### config.mk
export PLATFORM = sky130hd
export DESIGN_NAME = csa_pipe_adder
export DESIGN_NICKNAME = d
export VERILOG_FILES = /design/src/rtl/csa_pkg.sv /design/src/rtl/csa_select_block.sv /design/src/rtl/csa_pipe_adder.sv
export SDC_FILE = /design/constraint.sdc
export NUM_CORES = 1
export LEC_CHECK = 0
export CORE_ASPECT_RATIO = 0.75
export CORE_MARGIN = 8
export CORE_UTILIZATION = 52
export DETAILED_ROUTE_END_ITERATION = 8
export PLACE_DENSITY_LB_ADDON = 0.08
export SLEW_MARGIN = 25
export SYNTH_ARGS = -nofsm -noshare
export SYNTH_HDL_FRONTEND = slang
export SYNTH_HIERARCHICAL = 1
export SYNTH_SLANG_ARGS = --single-unit
### constraint.sdc
create_clock -name clk -period 3.7 [get_ports clk]
set_clock_uncertainty 0.2 [all_clocks]
set_input_delay 0.37 -clock clk [delete_from_list [all_inputs] [get_ports clk]]
set_output_delay 0.37 -clock clk [all_outputs]
set_load 0.05 [all_outputs]
### src/rtl/csa_pkg.sv
// Shared definitions for the pipelined carry-select adder: block/stage count
// derivation and the parameter-legality predicate used at elaboration.
package csa_pkg;

  // Number of carry-select blocks across the operand.
  function automatic int unsigned calc_nb(input int unsigned width, input int unsigned blk_w);
    return width / blk_w;
  endfunction

  // Number of pipeline stages given the block count.
  function automatic int unsigned calc_ns(input int unsigned nb, input int unsigned blks_per_stg);
    return nb / blks_per_stg;
  endfunction

  // True when the width splits evenly into blocks and the blocks evenly into stages.
  function automatic bit cfg_ok(input int unsigned width, input int unsigned blk_w,
                                input int unsigned blks_per_stg);
    if (width == 0 || blk_w == 0 || blks_per_stg == 0) return 1'b0;
    if ((width % blk_w) != 0) return 1'b0;
    if (((width / blk_w) % blks_per_stg) != 0) return 1'b0;
    return 1'b1;
  endfunction

endpackage

### src/rtl/csa_select_block.sv
// One carry-select block: two ripple-carry chains (carry-in 0 and 1) computed
// in parallel, with the true carry-in picking the result.
module csa_select_block #(
  parameter int unsigned BLK_W = 4
) (
  input  logic [BLK_W-1:0] a,
  input  logic [BLK_W-1:0] b,
  input  logic             cin,
  output logic [BLK_W-1:0] sum,
  output logic             cout
);

  logic [BLK_W-1:0] s0, s1;
  logic [BLK_W:0]   c0, c1;

  // Dual ripple chains, one assuming carry-in 0 and one assuming carry-in 1.
  always_comb begin
    c0[0] = 1'b0;
    c1[0] = 1'b1;
    for (int i = 0; i < BLK_W; i++) begin
      s0[i]   = a[i] ^ b[i] ^ c0[i];
      s1[i]   = a[i] ^ b[i] ^ c1[i];
      c0[i+1] = (a[i] & b[i]) | (c0[i] & (a[i] ^ b[i]));
      c1[i+1] = (a[i] & b[i]) | (c1[i] & (a[i] ^ b[i]));
    end
  end

  // Late-arriving carry-in selects between the precomputed results.
  always_comb begin
    sum  = cin ? s1 : s0;
    cout = cin ? c1[BLK_W] : c0[BLK_W];
  end

endmodule

### src/rtl/csa_pipe_adder.sv
// Pipelined carry-select adder/subtractor with valid/ready on both sides.
// Register 0 captures the operands (b pre-inverted for subtract); each of the
// NS stages then resolves BLKS_PER_STG blocks, the last one feeding the output
// register. Optional signed-overflow output: define CSA_PIPE_OVF_EN.
module csa_pipe_adder
  import csa_pkg::*;
#(
  parameter int unsigned WIDTH        = 32,
  parameter int unsigned BLK_W        = 4,
  parameter int unsigned BLKS_PER_STG = 2
) (
  input  logic             clk,
  input  logic             rst,
  input  logic             in_valid,
  output logic             in_ready,
  input  logic [WIDTH-1:0] a,
  input  logic [WIDTH-1:0] b,
  input  logic             cin,
  input  logic             sub,
  output logic             out_valid,
  input  logic             out_ready,
  output logic [WIDTH-1:0] sum,
  output logic             cout
`ifdef CSA_PIPE_OVF_EN
  ,
  output logic             ovf
`endif
);

  localparam int unsigned NB = calc_nb(WIDTH, BLK_W);
  localparam int unsigned NS = calc_ns(NB, BLKS_PER_STG);
  localparam int unsigned SW = BLK_W * BLKS_PER_STG;

  if (!cfg_ok(WIDTH, BLK_W, BLKS_PER_STG)) begin : g_cfg_err
    $error("csa_pipe_adder: WIDTH must split into BLK_W blocks grouped by BLKS_PER_STG");
  end

  // sum holds the bits resolved so far; a/b carry the operands (b already
  // inverted for subtract) so later stages can read their slices.
  typedef struct packed {
    logic             valid;
    logic             carry;
    logic [WIDTH-1:0] sum;
    logic [WIDTH-1:0] a;
    logic [WIDTH-1:0] b;
  } stage_t;

  stage_t           stage_q [NS];
  stage_t           stage_d [NS];
  logic [NS:0]      adv;
  logic [SW-1:0]    res_sum [NS];
  logic [NS-1:0]    res_cout;
  logic [WIDTH-1:0] fin_sum;
  logic             out_valid_q;
  logic [WIDTH-1:0] sum_q;
  logic             cout_q;

  // Per-stage carry-select chain over this stage's blocks.
  for (genvar k = 0; k < NS; k++) begin : g_stg
    logic [BLKS_PER_STG:0] c;
    assign c[0] = stage_q[k].carry;
    for (genvar j = 0; j < BLKS_PER_STG; j++) begin : g_blk
      localparam int unsigned blk_lsb = (k * BLKS_PER_STG + j) * BLK_W;
      csa_select_block #(
        .BLK_W(BLK_W)
      ) u_blk (
        .a   (stage_q[k].a[blk_lsb +: BLK_W]),
        .b   (stage_q[k].b[blk_lsb +: BLK_W]),
        .cin (c[j]),
        .sum (res_sum[k][j*BLK_W +: BLK_W]),
        .cout(c[j+1])
      );
    end
    assign res_cout[k] = c[BLKS_PER_STG];
  end

  // Ready chain from the consumer back to the input; a slot may load when it
  // is empty or its occupant moves on this cycle.
  always_comb begin
    adv     = '0;
    adv[NS] = !out_valid_q || out_ready;
    for (int k = NS - 1; k >= 0; k--) begin
      adv[k] = !stage_q[k].valid || adv[k+1];
    end
  end

  assign in_ready = !rst && adv[0];

  // Candidate contents for every pipeline register and the final result.
  always_comb begin
    stage_d[0].valid = in_valid && in_ready;
    stage_d[0].carry = sub ? !cin : cin;
    stage_d[0].sum   = '0;
    stage_d[0].a     = a;
    stage_d[0].b     = sub ? ~b : b;
    for (int k = 1; k < NS; k++) begin
      stage_d[k]                      = stage_q[k-1];
      stage_d[k].sum[(k-1)*SW +: SW] = res_sum[k-1];
      stage_d[k].carry               = res_cout[k-1];
    end
    fin_sum                     = stage_q[NS-1].sum;
    fin_sum[(NS-1)*SW +: SW]    = res_sum[NS-1];
  end

  // Pipeline and output registers; output data only changes when a new result
  // lands, so it stays stable while the consumer stalls.
  always_ff @(posedge clk) begin
    if (rst) begin
      for (int k = 0; k < NS; k++) stage_q[k] <= '0;
      out_valid_q <= 1'b0;
      sum_q       <= '0;
      cout_q      <= 1'b0;
    end else begin
      for (int k = 0; k < NS; k++) begin
        if (adv[k]) stage_q[k] <= stage_d[k];
      end
      if (adv[NS]) begin
        out_valid_q <= stage_q[NS-1].valid;
        if (stage_q[NS-1].valid) begin
          sum_q  <= fin_sum;
          cout_q <= res_cout[NS-1];
        end
      end
    end
  end

  assign out_valid = out_valid_q;
  assign sum       = sum_q;
  assign cout      = cout_q;

`ifdef CSA_PIPE_OVF_EN
  logic ovf_q;

  // Signed overflow: operands agree in sign but the result does not.
  always_ff @(posedge clk) begin
    if (rst) begin
      ovf_q <= 1'b0;
    end else if (adv[NS] && stage_q[NS-1].valid) begin
      ovf_q <= (stage_q[NS-1].a[WIDTH-1] == stage_q[NS-1].b[WIDTH-1]) &&
               (fin_sum[WIDTH-1] != stage_q[NS-1].a[WIDTH-1]);
    end
  end

  assign ovf = ovf_q;
`endif

endmodule

### Yosys cells after proc, flatten, opt, wreduce, memory -nomap -nowiden

Memories as Yosys holds them, arrays and structs flattened.
Index checks and enable logic that the tools add are counted.

* output and inout bits: 35
* word-level logic and storage cells: 284
* register bits: 34
* memories: 1
* bits in writable memories: 392
* input port bits: 70

Memories
* stage_q: depth 4, bits a word 98, read ports 4, clocked after memory_dff 0, write ports 4, RTL line csa_pipe_adder.sv:48 `stage_t stage_q [NS];`

* multiplexer cells: 36
* bitwise gates (word level): 229
* reductions and logical operators: 15

Operators with widths (count)
* 2-to-1 mux 98 bit: 4
* AND 1 bit: 80
* bitwise XOR 1 bit: 80
* OR 1 bit: 60
* 2-to-1 mux 32 bit: 1
* 2-to-1 mux 4 bit: 8
* NOT 32 bit: 1
* 2-to-1 mux 1 bit: 23
* NOT 1 bit: 8
* logical NOT 1 bit: 7
* logical OR 1 bit: 5
* logical AND 1 bit: 2
* AND reduction 2 bit: 1

### Logic depth before layout (Yosys ltp)

An unclocked memory read counts as a cell.

* depth in word-level cells: 12
* depth in mapped cells: 20
* depth with buffers taken out: 20

### Modules after synthesis

The synthesis kept the hierarchy.

Modules (own cells, without submodules)
* csa_pipe_adder: times used 1, cells each 651, area each 9763.1 µm²
* csa_select_block: times used 8, cells each 19, area each 143.9 µm²

### Least setup slack after synthesis

No wires, ideal clock.

* kind: register to register
* from: register out_valid_q (netlist: out_valid), read port of stage_q
* to: memory stage_q[0][0] in the netlist's numbering, enable pin
* slack: -0.421 ns
* arrival: 2.910 ns
* period minus slack after synthesis: 4.121 ns
* data required time: 2.490 ns
* cell stages (with the launch flop): 4
* cell sequence: dfxtp_1 > and4b_1 > buf_6 > nand4b_1

RTL lines
* from (decl): RTL line csa_pipe_adder.sv:54 `logic out_valid_q;`
* to (decl): RTL line csa_pipe_adder.sv:48

==> results_dict.tcl <==
set metrics [dict create \
    design_power_total_w 0.00599 \
    reg2reg_from "stage_q[0][32]" \
    cts_tree "done" \
    cp.arrival_ps 3620 \
    drtPass1Iterations 4 \
    ys_ff_latch 250 \
    pwr-share-clk_pct 40.7 \
    fmax_mhz 282 \
    nets 1019 \
    wl_per_cell_microns 13.8 \
    fin_util_pct 62.6 \
    clk_pin_slew_ps 60 \
    maxCapViolations 0 \
    die_x_microns 183 \
    synthToLayoutAreaGrowth_pct 19.9 \
    worst-path-max-fanout 3 \
    tightest_slew_ps 869 \
    num_rows 46 \
    ioPinCount 105 \
    synth_nets 913 \
    cpPeakStageDelay_ps 480 \
    worst_setup_path_end_kind "flop" \
    grt_pass1_wl_mm 27.6 \
    grt_pass1_vias 5477 \
    htree_levels 1 \
    fp.dieH_microns 141 \
    vias_per_cell 4.40 \
    p_leak_nw 5.24 \
    numCtsBuffers 26 \
    clkLatencyLatePin_ps 510 \
    min_path_type "input pin to flop" \
    antenna_found_initial 0 \
    powerDensity_mw_per_mm2 458 \
    grt.overflow.total 0 \
    drt-total-wl_mm 16.8 \
    r2r_cells 18 \
    ys_warn_count 6 \
    antenna_left 0 \
    cts_buffer_depth 3 \
    remaining_drc_errors 0 \
    start_util_pct 52.2 \
    n_antenna_cell 0 \
    maxSlewHeadroom_pct 42.1 \
    grt_usage_pct 12.9 \
    fin_ws_ps 148 \
    start_kind "flop" \
    dieArea_sq_mm 0.0259 \
    grt_max_degree 76 \
    dp_hpwl_mm 11.5 \
    via_count 5332 \
    slew_violations 0 \
    p_sw_w 0.00116 \
    setup_viol 0 \
    cp.required_ps 3770 \
    holdPathStages 3 \
    io_buffer_count 104 \
    cts_sinks 250 \
    share_seq_of_total_power_pct 53.7 \
    pwr-share-comb_pct 5.7 \
    irDropWorstVdd_v 0.000293 \
    worstHoldEndpoint "out_valid" \
    worstHoldStart "rst" \
    fin_crit_sh_pct 96.0 \
    swShare_pct 19.4 \
    routabilityCongestion 0.717 \
    cp_slowest_cell "fa_1" \
    placed_area_sq_mm 0.0122 \
    first_iter_violations 224 \
    ys_seq_area_share_pct 65.7 \
    hold_viol 0 \
    stdcell_area_sq_mm 0.0131 \
    clockRootBuffer "clkbuf_16" \
    p_int_w 0.00483 \
    fin_crit_ps 3550 \
    setup-tns-final_ps 0 \
    worstPathCellList "inv_1, ha_1, nand2_1, o21ai_1, fa_2, inv_2, fa_2, inv_1, fa_2, inv_2, o21ai_2, fa_2, inv_2, fa_2, inv_1, fa_1, inv_1, and2_1" \
    reg2reg_to "stage_q[0][137]" \
    crit_type "flop to flop" \
    cp_common_cell "fa_2" \
    syn_area_per_cell_sq_um 13.6 \
    ys_types 26 \
    synth_area_sq_mm 0.0109 \
    cts.hold.buffers_added 0 \
    rrSetupSlack_ps 150 \
    core-area_sq_mm 0.0209 \
    place_ws_ps -35.9 \
    syn_inst 803 \
    status "complete, no violations" \
    drive_above_1_share_pct 8.66 \
]
## power by group through the flow
stage | logic, W | registers (W) | clock network [W]
after floorplan | 0.000211 | 0.00326 | 0
after global placement | 0.000330 | 0.00327 | 0
after detailed placement | 0.000340 | 0.00328 | 0
after CTS | 0.000342 | 0.00322 | 0.00250
after global routing | 0.000383 | 0.00323 | 0.00260
final | 0.000340 | 0.00322 | 0.00244
## synth_stat cells
library cell,n,area share [%]
a21oi_2,1,0.080
a31oi_1,1,0.057
and4b_1,1,0.092
dfxtp_1,34,6.2
mux2i_1,33,3.0
xor2_1,8,0.64
o21ai_0,8,0.37
buf_6,5,0.52
inv_4,1,0.057
nand2b_1,67,3.8
clkbuf_2,2,0.092
a21oi_1,1,0.046
nand4b_1,2,0.16
buf_2,11,0.50
fa_1,24,4.4
xnor2_1,33,2.6
ha_1,16,1.8
clkbuf_1,21,0.72
a21boi_0,1,0.069
edfxtp_1,216,59
nand3b_1,1,0.069
a31o_1,1,0.080
nand2_1,8,0.28
nor2_1,35,1.2
inv_1,89,3.1
and2_1,183,10
## layout by cell type, fill, tap and decap left out, types with 2 or more instances in the layout
cell             synthesis  layout
and2_1                 183     183
buf_2                   11       2
buf_4                    0      13
clkbuf_1                21       6
clkbuf_16                0      27
clkbuf_8                 0       4
clkdlybuf4s50_1          0     101
clkinv_1                 0       4
dfxtp_1                 34      33
edfxtp_1               216     216
fa_1                    24      10
fa_2                     0      14
ha_1                    16      16
inv_1                   89      82
inv_2                    0       7
mux2i_1                 33      33
nand2_1                  8       8
nand2b_1                67      66
nand4b_1                 2       2
nor2_1                  35      34
o21ai_1                  0       5
o21ai_2                  0       3
xnor2_1                 33      33
xor2_1                   8       8
## sequential cells by signal, summed over array words and instances (netlist names)
| signal | flops |
|---|---|
| cout | 1 |
| out_valid | 1 |
| sum | 32 |
| stage_q | 216 |
## critical path, delay by kind of cell, from the launching register on
kind                     cells  cell delay, ps
adder cells (fa/ha/maj)      7            2030
buffers and inverters        7             410
flip-flops                   1             360
AND/OR/NAND/NOR              2             180
AO/OA/AOI/OAI                2             140
## final cells by class
class | instances | area, sq um
fillers | 1553 | 7800
flip-flops and latches | 250 | 7170
multi-input cells | 424 | 3280
repair buffers | 117 | 1140
clock buffers | 37 | 753
well taps | 288 | 360
inverters | 90 | 340
clock inverters | 6 | 50.0
## metal layers
metal | part of all wire (%) | up-vias | global-route usage [%]
met3 | 5.8 | 27 | 3.35
met1 | 53 | 2390 | 19.7
met5 | 0 | - | 0
li1 | - | 2798 | -
met4 | 1.9 | 0 | 3.42
met2 | 39 | 117 | 18.0
## per-stage QoR
step,instances,hold slack [ps]
final,1212,239
after floorplan,803,291
after detailed placement,1167,261
after global routing,1212,282
after global placement,1167,258
after CTS,1210,220
## worst max path at each step
| stage | start | endpoint | slack, ps | cells after the start |
|---|---|---|---|---|
| finish | stage_q[0][32] | stage_q[0][137] | 150 | 18 |
| global route | stage_q[0][318] | sum[31] | -20 | 18 |
| CTS | stage_q[0][106] | stage_q[0][243] | 7 | 18 |
| detailed placement | stage_q[0][212] | stage_q[0][349] | -40 | 18 |
| global placement | stage_q[0][106] | stage_q[0][243] | 60 | 18 |
| floorplan | out_valid | stage_q[0][0] | -130 | 3 |
## kinds of logic (layout without fill, tap and decap cells)
group	count (synthesis)	in the layout	synth area share, %
buf+inv	129	250	4.95
mux	33	33	3.03
simple gates	297	297	16.1
xor+xnor	41	41	3.29
compound gates	13	13	0.699
fa+ha+maj	40	40	6.24
flops	250	250	65.7
## timing repair
action                                  CTS  global route
pin swaps                                 0             2
buffers inserted                          0             2
endpoints found under the setup margin    2             6
gates resized for setup                   4            28
(Power assumes the default switching activity.)
